===== src/rtl/prbs_delay_scheduler.sv =====
// prbs_delay_scheduler
// Round-robin arbiter sharing one 31-bit PRBS (x^31 + x^28 + 1) among NUM_REQ
// requesters. Each grant draws one PRBS word, reduces it to
// sat(delay_min + (prbs & delay_mask)) and returns it over valid/ready.
// Optional build macro PRBS_SEED_EN adds seed_wr/seed_data for reseeding.
//
// state | meaning
// IDLE  | waiting for a request while enable=1; a grant happens here
// RESP  | response held on resp_*, waiting for resp_ready

module prbs_delay_scheduler #(
  parameter int NUM_REQ     = 4,
  parameter int DELAY_WIDTH = 16,
  localparam int ID_W       = $clog2(NUM_REQ)
) (
  input  logic                   clk,
  input  logic                   reset,
  input  logic                   enable,
  input  logic [NUM_REQ-1:0]     req_valid,
  input  logic [DELAY_WIDTH-1:0] delay_min,
  input  logic [DELAY_WIDTH-1:0] delay_mask,
  output logic                   resp_valid,
  output logic [ID_W-1:0]        resp_id,
  output logic [DELAY_WIDTH-1:0] resp_delay,
  input  logic                   resp_ready,
  output logic                   busy
`ifdef PRBS_SEED_EN
  ,
  input  logic                   seed_wr,
  input  logic [30:0]            seed_data
`endif
);

  typedef enum logic {IDLE = 1'b0, RESP = 1'b1} state_t;

  state_t                 state;
  state_t                 state_nxt;
  logic                   grant;
  logic [30:0]            prbs_s;
  logic [30:0]            prbs_n;
  logic [DELAY_WIDTH-1:0] prbs_word;
  logic [DELAY_WIDTH:0]   sum;
  logic [DELAY_WIDTH-1:0] delay_sat;
  logic [ID_W-1:0]        rr_ptr;
  logic [ID_W-1:0]        winner;
  logic [ID_W-1:0]        winner_inc;
  logic                   found;
  int                     idx;

  // PRBS next-state and the reduced word taken from it
  always_comb begin
    prbs_n        = '0;
    prbs_n[30:3]  = prbs_s[30:3] ^ prbs_s[27:0];
    prbs_n[2:0]   = prbs_s[2:0] ^ prbs_n[30:28];
    prbs_word     = ~prbs_n[DELAY_WIDTH-1:0];
  end

  // Delay reduction: add at one extra bit, saturate on carry
  always_comb begin
    sum       = {1'b0, delay_min} + {1'b0, prbs_word & delay_mask};
    delay_sat = sum[DELAY_WIDTH] ? {DELAY_WIDTH{1'b1}} : sum[DELAY_WIDTH-1:0];
  end

  // Round-robin search upward from rr_ptr, wrapping at NUM_REQ
  always_comb begin
    winner = '0;
    found  = 1'b0;
    idx    = 0;
    for (int i = 0; i < NUM_REQ; i++) begin
      idx = int'(rr_ptr) + i;
      if (idx >= NUM_REQ) idx = idx - NUM_REQ;
      if (!found && req_valid[idx[ID_W-1:0]]) begin
        found  = 1'b1;
        winner = idx[ID_W-1:0];
      end
    end
    winner_inc = (winner == ID_W'(NUM_REQ - 1)) ? '0 : winner + 1'b1;
  end

  assign grant = (state == IDLE) && enable && found;

  // FSM next state and outputs
  always_comb begin
    state_nxt  = state;
    resp_valid = 1'b0;
    busy       = 1'b0;
    case (state)
      IDLE: begin
        if (grant) state_nxt = RESP;
      end
      RESP: begin
        resp_valid = 1'b1;
        busy       = 1'b1;
        if (resp_ready) state_nxt = IDLE;
      end
      default: state_nxt = IDLE;
    endcase
  end

  // State register
  always_ff @(posedge clk) begin
    if (reset) state <= IDLE;
    else       state <= state_nxt;
  end

  // Response capture and round-robin pointer update on grant
  always_ff @(posedge clk) begin
    if (reset) begin
      resp_id    <= '0;
      resp_delay <= '0;
      rr_ptr     <= '0;
    end else if (grant) begin
      resp_id    <= winner;
      resp_delay <= delay_sat;
      rr_ptr     <= winner_inc;
    end
  end

  // PRBS register: seed load beats lock-up recovery, which beats advance
  always_ff @(posedge clk) begin
    if (reset) begin
      prbs_s <= 31'h1;
    end
`ifdef PRBS_SEED_EN
    else if (seed_wr) begin
      prbs_s <= (seed_data == 31'h0) ? 31'h1 : seed_data;
    end
`endif
    else if (prbs_s == 31'h0) begin
      prbs_s <= 31'h1;
    end else if (grant) begin
      prbs_s <= prbs_n;
    end
  end

endmodule


===== config.mk =====
export PLATFORM = sky130hd
export DESIGN_NAME = prbs_delay_scheduler
export DESIGN_NICKNAME = d
export VERILOG_FILES = /design/src/rtl/prbs_delay_scheduler.sv
export SDC_FILE = /design/constraint.sdc
export NUM_CORES = 1
export LEC_CHECK = 0
export CAP_MARGIN = 25
export CORE_AREA = 10 10 90 92
export DETAILED_ROUTE_END_ITERATION = 8
export DIE_AREA = 0 0 100 102
export DONT_BUFFER_PORTS = 1
export HOLD_SLACK_MARGIN = 0.08
export PLACE_DENSITY = 0.68
export SLEW_MARGIN = 20
export SYNTH_ARGS = -nofsm -noshare
export SYNTH_HDL_FRONTEND = slang
export SYNTH_SLANG_ARGS = --single-unit

===== constraint.sdc =====
create_clock -name clk -period 2.8 [get_ports clk]
set_input_delay 0.42 -clock clk [delete_from_list [all_inputs] [get_ports clk]]
set_output_delay 0.42 -clock clk [all_outputs]
set_load 0.01 [all_outputs]

Yosys cells after proc, flatten, opt, wreduce, memory -nomap -nowiden

Index checks and enable logic that the tools add are counted.

Reductions and logical operators: 10
Bitwise gates (word level): 5
Multiplexer cells: 26
Equality and inequality tests: 1
Order comparisons: 8
Add/subtract/negate cells: 9

Operators with widths:

| cell                | number |
|---|---|
| $logic_not 31->1    | 1 |
| $xor 28x28->28      | 1 |
| $mux 2              | 9 |
| $add 16x16->17      | 1 |
| $and 16x16->16      | 1 |
| $mux 16             | 1 |
| $not 16->16         | 1 |
| $lt 2x3->1 const B  | 4 |
| $mux 1              | 11 |
| $ge 3x3->1 const B  | 3 |
| $bmux 1 s2          | 4 |
| $sub 2x1->2 const B | 4 |
| $add 2x2->3 const B | 2 |
| $logic_and 1x1->1   | 5 |
| $add 2x1->3 const B | 1 |
| $ge 2x3->1 const B  | 1 |
| $logic_not 1->1     | 3 |
| $xor 3x3->3         | 1 |
| $add 2x1->2 const B | 1 |
| $eq 2x2->1 const B  | 1 |
| $pmux 1 s2          | 1 |
| $reduce_or 2->1     | 1 |
| $not 1->1           | 1 |

Output and inout port bits: 20
Bits of input ports: 40
Word-level logic and storage cells: 64
Register bits after elaboration: 52

Depth between registers and ports, before layout

Gate-level depths: netlist of run 1.

Depth in word-level cells: 17
Depth in mapped cells: 13

Least setup slack after synthesis of run 1

OpenSTA, ideal clock, no wires.

Kind: register to register
From: reg prbs_s[28]
To: reg resp_delay[14]
Period minus slack after synthesis: 2,761 ps
Required time: 2,660 ps
Slack: 39 ps
Buffers on the path: 1
Setup time: 140 ps
Arrival time: 2,622 ps
Stages on the path, launching flop included: 14
Cell sequence: dfxtp_1 -> xnor2_1 -> xor2_1 -> and2_1 -> ha_1 -> fa_1 -> a21oi_1 -> o22ai_2 -> nor2_2 -> o311a_4 -> o21ai_4 -> a21boi_4 -> buf_6 -> a211oi_2

Word-level cells in the longest chain between the ends: 6

Ends and longest elaborated chain:

| element                  | line | source |
|---|---|---|
| start: declaration       | 39   | `logic [30:0] prbs_s;` |
| start signal: assignment | 132  | `prbs_s <= prbs_n;` |
| $xor 28x28->28           | 53   | `prbs_n[30:3] = prbs_s[30:3] ^ prbs_s[27:0];` |
| $xor 3x3->3              | 54   | `prbs_n[2:0] = prbs_s[2:0] ^ prbs_n[30:28];` |
| $not 16->16              | 55   | `prbs_word = ~prbs_n[DELAY_WIDTH-1:0];` |
| $and 16x16->16           | 60   | `sum = {1'b0, delay_min} + {1'b0, prbs_word & delay_mask};` |
| $add 16x16->17           | 60   |  |
| $mux 16                  | 61   | `delay_sat = sum[DELAY_WIDTH] ? {DELAY_WIDTH{1'b1}} : sum[DELAY_WIDTH-1:0];` |
| end signal: assignment   | 114  | `resp_delay <= delay_sat;` |
| end: declaration         | 24   | `output logic [DELAY_WIDTH-1:0] resp_delay,` |

Every way passes these cells.
A chain may end at the register's enable or synchronous reset.

Final worst setup path of run 1

From: reg prbs_s[25]
To: reg resp_delay[1]

Same word-level chain as after synthesis.

==> results of run 1 <==
[flip-flops by register name, summed over array words and instances, names as in the netlist]
signal and count:
state 1, resp_delay 16, resp_id 2, prbs_s 31, rr_ptr 2
[worst reg2reg max path, stage by stage, from the launching register on]
cell	delay (ns)
dfxtp_4	0.38
xnor2_4	0.14
xor2_1	0.14
and2_1	0.14
ha_2	0.20
fa_2	0.40
a21oi_2	0.19
o22ai_2	0.10
nor2_2	0.17
o311a_4	0.21
o21ai_4	0.06
a21boi_4	0.21
clkbuf_16	0.19
a211oi_1	0.07
[path summary, 6_finish.rpt]
path              start              to
max          prbs_s[25]   resp_delay[1]
min               reset  resp_delay[13]
max reg2reg  prbs_s[25]   resp_delay[1]
min reg2reg  resp_id[0]      resp_id[0]
[through the flow]
| stage | util (%) | area, sq um | power [mW] | setup TNS (ns) | setup slack [ns] |
|---|---|---|---|---|---|
| after global placement | 50.85 | 3192 | 1.163 | 0 | 0.06912 |
| after detailed placement | 50.85 | 3192 | 1.169 | -0.2646 | -0.02764 |
| after floorplan | - | 3074 | 1.104 | 0 | 0.03874 |
| after global routing | 54.26 | 3406 | 1.691 | 0 | 0.01080 |
| final | 54.30 | 3408 | 1.597 | 0 | 0.1121 |
| after CTS | 52.30 | 3283 | 1.597 | 0 | 0.03166 |
[timing repair]
item | in CTS | in global routing
pin swaps | 0 | 11
gates cloned | 0 | 1
endpoints found under the setup margin | 15 | 16
setup buffers | 0 | 3
resized for setup | 1 | 17
endpoints found under the hold margin | 0 | 0
[layout make-up]
class,count,share of cell area (%)
well taps,77,2.827
flip-flops and latches,52,30.80
repair buffers,18,4.846
clock buffers,5,2.019
diodes,3,0.2203
clock inverters,3,0.5507
multi-input cells,282,57.86
inverters,8,0.8811
[power groups by stage]
stage | clock, mW | combinational [mW] | sequential (mW)
floorplan | 0 | 0.282 | 0.822
global placement | 0 | 0.326 | 0.838
detailed placement | 0 | 0.331 | 0.839
CTS | 0.441 | 0.335 | 0.821
global route | 0.471 | 0.396 | 0.824
finish | 0.428 | 0.351 | 0.818
[placed cells by master, fill, tap and decap left out, types with 3 or more instances in the layout]
| cell type | instances |
|---|---|
| diode_2 | 3 |
| a21oi_1 | 21 |
| dfxtp_1 | 47 |
| nor3_1 | 4 |
| clkbuf_8 | 5 |
| a211oi_2 | 11 |
| nand4_1 | 4 |
| xor2_1 | 38 |
| and2_1 | 16 |
| nand2_1 | 42 |
| buf_4 | 16 |
| xnor2_1 | 18 |
| nand3_1 | 4 |
| ha_1 | 16 |
| nor4_1 | 7 |
| o21bai_1 | 3 |
| o21ai_0 | 6 |
| dfxtp_2 | 4 |
| a211oi_1 | 4 |
| inv_1 | 8 |
| a21o_1 | 5 |
| xnor2_2 | 3 |
| nor2_1 | 50 |
[logic make-up after synthesis]
group / share of synthesized area [%]
AND/OR/NAND/NOR: 20.35
AO/OA/AOI/OAI: 16.57
XOR/XNOR: 17.09
flip-flops: 33.86
buffers and inverters: 4.233
adder cells (fa/ha/maj): 7.570
multiplexers: 0.3256
[per-layer routing]
layer  global-route usage, %  up-vias
met2                   22.40       51
met3                   4.656       13
met4                   4.565        2
li1                        -     1231
met5                       0        -
met1                   16.46     1100
==> impl_metrics.json, run 1 <==
{
  "cp_num_buf_inv": 1,
  "clock_path_buffers": 2,
  "overflow": 0,
  "cts_hold_buf": 0,
  "highest-signal-layer": "met5",
  "required_ns": 3.01,
  "dieArea_sq_mm": 0.01020,
  "ys_async_sr_fraction_pct": 0,
  "hold_ws_ns": 0.1711,
  "syn_area_sq_mm": 0.003074,
  "vias": 2397,
  "yosysSeqAreaShare_pct": 33.86,
  "p_per_area_mw_per_mm2": 468.5,
  "grt_pass1_wl_um": 11550,
  "cap_violations": 0,
  "cts_buffers": 5,
  "hp-class": "primary input to flop",
  "cpPeakStageDelay_ns": 0.40,
  "post-synth-top-count-cell": "dfxtp_1",
  "cts_root_buffer": "clkbuf_8",
  "grt_max_degree": 48,
  "hold_viol": 0,
  "core_area_sq_mm": 0.006277,
  "reg2reg_setup_slack_ns": 0.11,
  "ys_ff_latch": 52,
  "wl_met3_um": 526,
  "final_cells": 448,
  "crit_path_end_kind": "flop",
  "synthToLayoutAreaGrowth_pct": 10.87,
  "period_share_pct": 96.00,
  "worst_path_max_delay_cell": "fa_2",
  "route.detailed.drc": 0,
  "finish.net_count": 425,
  "max_freq_ghz": 0.3720,
  "dp_hpwl_um": 5303,
  "die_h_um": 102,
  "drt-met1-wl_um": 3066,
  "clkPwrFrac_pct": 26.8,
  "syn-num-nets": 423,
  "initialDrtViolationCount": 103,
  "ant_nets": 0,
  "initial_utilization_pct": 48.97,
  "setup_viol": 0,
  "yosysTopAreaCell": "dfxtp_1",
  "cts_sinks": 52,
  "synth_cell_types": 46,
  "slew_viol_final": 0,
  "synth_common_cells": "dfxtp_1 (52), nor2_1 (50), nand2_1 (42)",
  "synth_top_area_share_pct": 33.86,
  "die_w_um": 100,
  "r2r_cells": 13,
  "fin_worst_skew_ns": 0.009365,
  "worstSetupStartpointType": "flop",
  "grt_pass1_vias": 2376,
  "syn_avg_cell_area_sq_um": 8.422,
  "vias_per_cell": 5.350,
  "drt_wl_total_um": 7025,
  "rsz0062_at_grt": "false",
  "cts_tree": "yes",
  "p_sw_mw": 0.4905,
  "crit_type": "flop to flop",
  "place_inst": 433,
  "total_leakage_power_nw": 1.286,
  "num_rows": 29,
  "first_pass_iters": 4,
  "critPathArrivalTime_ns": 2.90,
  "path_max_fanout": 7,
  "min_period_ns": 2.688,
  "wl_per_cell_um": 15.68,
  "port_buffers": 0,
  "synthTopCellsByArea": "dfxtp_1 (34%), xor2_1 (11%), ha_1 (6.9%)",
  "synthCells": 365,
  "seqPwrFrac_pct": 51.2,
  "holdPathStages": 1,
  "h-tree-depth": 2,
  "status": "complete, no violations",
  "nFillCells": 601,
  "worst_pin_slew_ns": 0.4784,
  "ir_worst_vdd_mv": 0.2454,
  "yosys_warnings": 0,
  "synthFlopType": "dfxtp_1",
  "met2RoutedLength_um": 3291,
  "clk_pin_slew_worst_paths_ns": 0.10,
  "grt_use_total_pct": 13.67,
  "antenna_found_initial": 4,
  "multi_input_area_sq_mm": 0.001972,
  "worstSkewPairLatency_ns": 0.31,
  "io_pins": 60,
  "drive_above_1_share_pct": 15.76,
  "relSlewSlack_pct": 68.11,
  "switching_share_pct": 30.72,
  "cp.depth": 13,
  "synth_edf_count": 0,
  "p_int_mw": 1.106,
  "crit_family": "compound AO/OA/AOI/OAI gates",
  "power_frac_comb_pct": 22.0,
  "gp_congestion": 0.8544,
  "cp_cell_sequence": "xnor2_4, xor2_1, and2_1, ha_2, fa_2, a21oi_2, o22ai_2, nor2_2, o311a_4, o21ai_4, a21boi_4, clkbuf_16, a211oi_1",
  "seqCellArea_sq_mm": 0.001050
}
Note: power is estimated with default switching activity, not from simulation.
==> run 2: changes to the inputs <==
==> constraint.sdc (replaced) <==
create_clock -name clk -period 2.8 [get_ports clk]
set_input_delay 0.14 -clock clk [delete_from_list [all_inputs] [get_ports clk]]
set_output_delay 0.14 -clock clk [all_outputs]
set_load 0.01 [all_outputs]
==> run 2 against run 1 <==
  * Cell area grew 1.4%
  * Clock power grew 2%
  * Register-to-register slack lost 0.02 ns
  * First-iteration DRC count shrank 6.8%
  * Critical endpoint is now resp_delay[0]
  * Highest routed layer is now met4
==> impl_metrics.json, run 2 (synthesis gave the netlist of run 1 again) <==
{
  "required_ns": 2.95,
  "status": "complete, no violations",
  "relSlewSlack_pct": 38.84,
  "vias": 2454,
  "nFillCells": 593,
  "io_pins": 60,
  "worstHoldStart": "req_valid[3]",
  "grt_pass1_wl_um": 11250,
  "gp_congestion": 0.8595,
  "layout_common_cells": "nor2_1 (50), dfxtp_1 (48), nand2_1 (42), xor2_1 (38), a21oi_1 (21)",
  "period_share_pct": 96.68,
  "min_period_ns": 2.707,
  "crit_type": "flop to flop",
  "crit_path_end_kind": "flop",
  "hp-class": "primary input to flop",
  "worstSkewPairLatency_ns": 0.31,
  "die_w_um": 100,
  "setup_viol": 0,
  "drt_wl_total_um": 7173,
  "h-tree-depth": 2,
  "cts_root_buffer": "clkbuf_8",
  "power_mw": 1.625,
  "path_max_fanout": 8,
  "grt_use_total_pct": 13.44,
  "port_buffers": 0,
  "core_area_sq_mm": 0.006277,
  "clk_pin_slew_worst_paths_ns": 0.10,
  "initial_utilization_pct": 48.97,
  "worstSetupStartpointType": "flop",
  "grt_max_degree": 31,
  "critPathArrivalTime_ns": 2.86,
  "num_rows": 29,
  "postPlaceCellArea_sq_mm": 0.003192,
  "synthToLayoutAreaGrowth_pct": 12.45,
  "r2r_start": "prbs_s[4]",
  "antenna_found_initial": 5,
  "dp_hpwl_um": 5372,
  "largestRegisters": "prbs_s: 31 flops, resp_delay: 16 flops",
  "fin_area_sq_mm": 0.003457,
  "fin_worst_skew_ns": 0.01206,
  "p_per_area_mw_per_mm2": 470.1,
  "route.detailed.drc": 0,
  "top_register": "prbs_s",
  "dieArea_sq_mm": 0.01020,
  "ir_worst_vdd_mv": 0.2428,
  "initialDrtViolationCount": 96,
  "clock_path_buffers": 2,
  "largest_register_ffs": 31,
  "ant_nets": 0,
  "vias_per_cell": 5.382,
  "total_leakage_power_nw": 1.317,
  "grt_pass1_vias": 2287,
  "fin_util_pct": 55.07,
  "die_h_um": 102,
  "cts_sinks": 52,
  "wl_per_cell_um": 15.73,
  "hold_viol": 0,
  "overflow": 0,
  "worst_pin_slew_ns": 0.9144,
  "cts_tree": "yes",
  "rsz0062_at_grt": "true",
  "drive_above_1_share_pct": 14.71,
  "slew_viol_final": 0,
  "first_pass_iters": 4,
  "layout_commonest_cell": "nor2_1",
  "finish.net_count": 431,
  "max_freq_ghz": 0.3694,
  "cap_violations": 0,
  "cts_buffers": 5,
  "crit_start": "prbs_s[4]"
}
-- run 2: cell count changes in the layout (fill, tap and decap cells not counted), sizes merged --
cell / previous run / this run
dlygate4sd3: 0 / 6
diode: 3 / 5
-- run 2: critical path, cell delays in order (launching register included) --
cell       delay [ns]
dfxtp_1          0.47
xnor2_1          0.14
and2_1           0.18
ha_1             0.35
a21o_1           0.22
a21oi_1          0.18
a2bb2oi_1        0.23
o311a_4          0.26
o21ai_4          0.06
a21boi_4         0.22
buf_12           0.16
a211oi_1         0.09
-- run 2: final cells by class --
cell class                 count  area, sq um  area share (%)
antenna                        5        12.51          0.3619
clock buffer                   5        68.82           1.991
clock inverter                 3        18.77          0.5429
inverter                       8        30.03          0.8686
multi-input combinational    282         1956           56.57
sequential                    52         1046           30.26
tap                           77        96.34           2.787
timing repair buffer          24        229.0           6.623
-- run 2: per-layer routing --
layer | vias to the layer above | GRT usage (%) | part of all wire (%)
met5 | - | 0 | 0
met4 | 0 | 4.565 | 1.7
met3 | 14 | 4.386 | 6.9
met2 | 53 | 21.90 | 47
met1 | 1129 | 16.38 | 45
li1 | 1258 | - | -
-- run 2: final timing paths --
check	end	slack [ns]	depth (start not counted)
worst max register to register	resp_delay[0]	0.09	11
worst min register to register	resp_id[0]	0.53	2
worst max-delay path	resp_delay[0]	0.09	11
worst min-delay path	resp_id[0]	0.17	4
-- run 2: report_power, final --
| part | leakage, nW | switching, mW | internal (mW) | total, mW |
|---|---|---|---|---|
| logic | 0.843 | 0.202 | 0.168 | 0.370 |
| clock network | 0.0479 | 0.260 | 0.175 | 0.435 |
| registers | 0.426 | 0.0453 | 0.774 | 0.820 |
-- run 2: stage by stage --
step | setup TNS [ns] | instances | hold slack, ns | setup WS [ns]
global placement | 0 | 433 | 0.2121 | 0.06776
global route | -0.04663 | 455 | 0.2384 | -0.02567
detailed placement | -0.01007 | 433 | 0.2148 | -0.004824
floorplan | 0 | 365 | 0.2962 | 0.03874
finish | 0 | 456 | 0.1710 | 0.09294
CTS | 0 | 447 | 0.1607 | 0.001509
-- run 2: repair_timing --
item,4_1_cts,5_1_grt
endpoints found under the setup margin,15,16
gates resized for setup,1,13
setup buffers,0,2
hold endpoints to repair,21,0
hold buffers,6,0
gates cloned,0,1
pin swaps,0,13
==> run 3: changes to the inputs <==
--- a/config.mk
+++ b/config.mk
@@ -11,7 +11,7 @@
 export DIE_AREA = 0 0 100 102
 export DONT_BUFFER_PORTS = 1
 export HOLD_SLACK_MARGIN = 0.08
-export PLACE_DENSITY = 0.68
+export PLACE_DENSITY = 0.66
 export SLEW_MARGIN = 20
 export SYNTH_ARGS = -nofsm -noshare
 export SYNTH_HDL_FRONTEND = slang
==> constraint.sdc (replaced) <==
create_clock -name clk -period 2.5 [get_ports clk]
set_input_delay 0.125 -clock clk [delete_from_list [all_inputs] [get_ports clk]]
set_output_delay 0.125 -clock clk [all_outputs]
set_load 0.01 [all_outputs]
==> run 3 against run 2 <==
  * The run now ends with hold timing, setup timing left
  * Routed wire length increased by 0.13%
  * Critical path type unchanged
  * Largest power group unchanged
  * Sequential cell count is the same
  * Cell area rose by 5.1%
  * Non-clock buffer count rose by 22
  * Global-route usage up 0.62 points
  * Via count grew 2.0%
  * Highest routed layer unchanged
==> impl_metrics.json, run 3 (synthesis gave the netlist of run 1 again) <==
{
  "cts_sinks": 52,
  "initial_utilization_pct": 48.97,
  "path_max_fanout": 15,
  "r2r_cells": 13,
  "gp_congestion": 0.8284,
  "num_rows": 29,
  "overflow": 0,
  "grt_use_total_pct": 14.07,
  "vias": 2503,
  "crit_path_end_kind": "flop",
  "required_ns": 2.74,
  "period_share_pct": 103.0,
  "h-tree-depth": 2,
  "reg2reg_setup_slack_ns": -0.08,
  "max_freq_ghz": 0.3883,
  "rr_endpoint": "resp_delay[0]",
  "grt_pass1_vias": 2441,
  "status": "finished, violations left",
  "worstSkewPairLatency_ns": 0.31,
  "r2r_start": "prbs_s[28]",
  "cts_buffers": 5,
  "multi_input_area_sq_mm": 0.001966,
  "wl_per_cell_um": 15.09,
  "setup_viol": 15,
  "slew_viol_final": 0,
  "grt_max_degree": 31,
  "worst_pin_slew_ns": 0.5428,
  "fin_worst_skew_ns": 0.007932,
  "fin_util_pct": 57.86,
  "hold_viol": 15,
  "core_area_sq_mm": 0.006277,
  "route.detailed.drc": 0,
  "layout_commonest_cell": "nor2_1",
  "total_leakage_power_nw": 1.434,
  "grt_pass1_wl_um": 11860,
  "p_per_area_mw_per_mm2": 537.1,
  "synthToLayoutAreaGrowth_pct": 18.15,
  "drt_wl_total_um": 7182,
  "rsz0062_at_grt": "true",
  "clock_path_buffers": 2,
  "hold-path-endpoint": "resp_delay[11]",
  "critPathArrivalTime_ns": 2.82,
  "die_h_um": 102,
  "hold_ws_ns": -0.1281,
  "finalWorstSetupSlack_ns": -0.07514,
  "first_pass_iters": 4,
  "holdPathStages": 1,
  "top_register": "prbs_s",
  "finish.net_count": 453,
  "worstHoldStart": "reset",
  "clk_pin_slew_worst_paths_ns": 0.10,
  "cts_root_buffer": "clkbuf_8",
  "vias_per_cell": 5.258,
  "port_buffers": 0,
  "largestRegisters": "prbs_s: 31 flops, resp_delay: 16 flops",
  "min_period_ns": 2.575,
  "initialDrtViolationCount": 68,
  "drive_above_1_share_pct": 20.20,
  "ir_worst_vdd_mv": 0.3257,
  "dieArea_sq_mm": 0.01020,
  "dp_hpwl_um": 5507,
  "seqCellArea_sq_mm": 0.001045,
  "hp-class": "primary input to flop",
  "worstSetupStartpointType": "flop",
  "relSlewSlack_pct": 63.81,
  "nFillCells": 591,
  "cts_tree": "yes",
  "violations": "hold timing, setup timing",
  "antenna_found_initial": 3,
  "crit_type": "flop to flop",
  "cap_violations": 0,
  "ant_nets": 0,
  "layout_common_cells": "nor2_1 (50), dfxtp_1 (49), nand2_1 (42), buf_4 (39), xor2_1 (38)",
  "largest_register_ffs": 31,
  "io_pins": 60,
  "die_w_um": 100,
  "power_mw": 1.951
}
-- run 3: cell types whose count changed in the layout (fill, tap and decap cells not counted), moves of 2 or more --
cell,previous run,this run
buf_4,15,39
a211oi_2,10,12
a211oi_1,5,3
diode_2,5,3
clkinv_2,2,0
-- run 3: metal layers --
layer  vias up  wire [um]  global-route usage, %  share of wire [%]
met3        10        431                  4.588                6.0
met4         0         96                  3.913                1.3
met1      1162       3079                  16.63                 43
li1       1286          -                      -                  -
met2        45       3575                  23.94                 50
met5         -          0                      0                  0
-- run 3: worst max-delay path by stage --
stage / from / end / slack (ns) / cells after the start
5_1_grt: prbs_s[28] / resp_delay[9] / -0.17 / 13
2_1_floorplan: prbs_s[25] / resp_delay[14] / -0.07 / 13
6_report: prbs_s[28] / resp_delay[0] / -0.08 / 13
4_1_cts: prbs_s[25] / resp_delay[3] / -0.07 / 13
3_3_place_gp: prbs_s[30] / resp_delay[0] / -0.03 / 12
3_5_place_dp: prbs_s[28] / resp_delay[0] / -0.08 / 13
-- run 3: power breakdown --
part | internal (mW) | switching, mW
logic | 0.206 | 0.227
registers | 0.868 | 0.0469
clock network | 0.302 | 0.301
-- run 3: repair_timing --
item / CTS / global route
setup endpoints to repair: 16 / 16
gates resized for setup: 3 / 7
gates cloned: 0 / 0
hold buffers: 3 / 3
pin swaps: 2 / 3
setup buffers: 2 / 2
endpoints found under the hold margin: 21 / 18
-- run 3: cell type report --
cell class                 instances  area share [%]
inverter                           8          0.8267
multi-input combinational        282           54.12
sequential                        52           28.76
tap                               77           2.652
clock buffer                       5           1.895
clock inverter                     3           1.275
timing repair buffer              46           10.27
antenna                            3          0.2067
-- run 3: critical path, cell delays in order, from the launching register on --
cell and delay [ns]:
dfxtp_2 0.35, xnor2_2 0.19, xor2_1 0.16, and2_1 0.14, ha_2 0.19, fa_2 0.21, a21oi_2 0.07, o22ai_2 0.17
nor2_2 0.07, o311a_4 0.33, o21ai_4 0.17, a21boi_4 0.08, buf_12 0.16, a211oi_2 0.20
-- run 3: metrics by stage --
step                      hold WS (ns)  std cells  TNS (ns)  worst slack (ns)  area [sq um]
after floorplan                 0.2812        365   -0.6760          -0.06846          3093
final                          -0.1281        476   -0.9189          -0.07514          3632
after detailed placement        0.1987        455   -0.9089          -0.08169          3372
after global placement          0.1979        455   -0.2438          -0.02794          3372
after CTS                      -0.1449        468   -0.9335          -0.07185          3548
after global routing           -0.1475        475    -2.424           -0.1659          3630
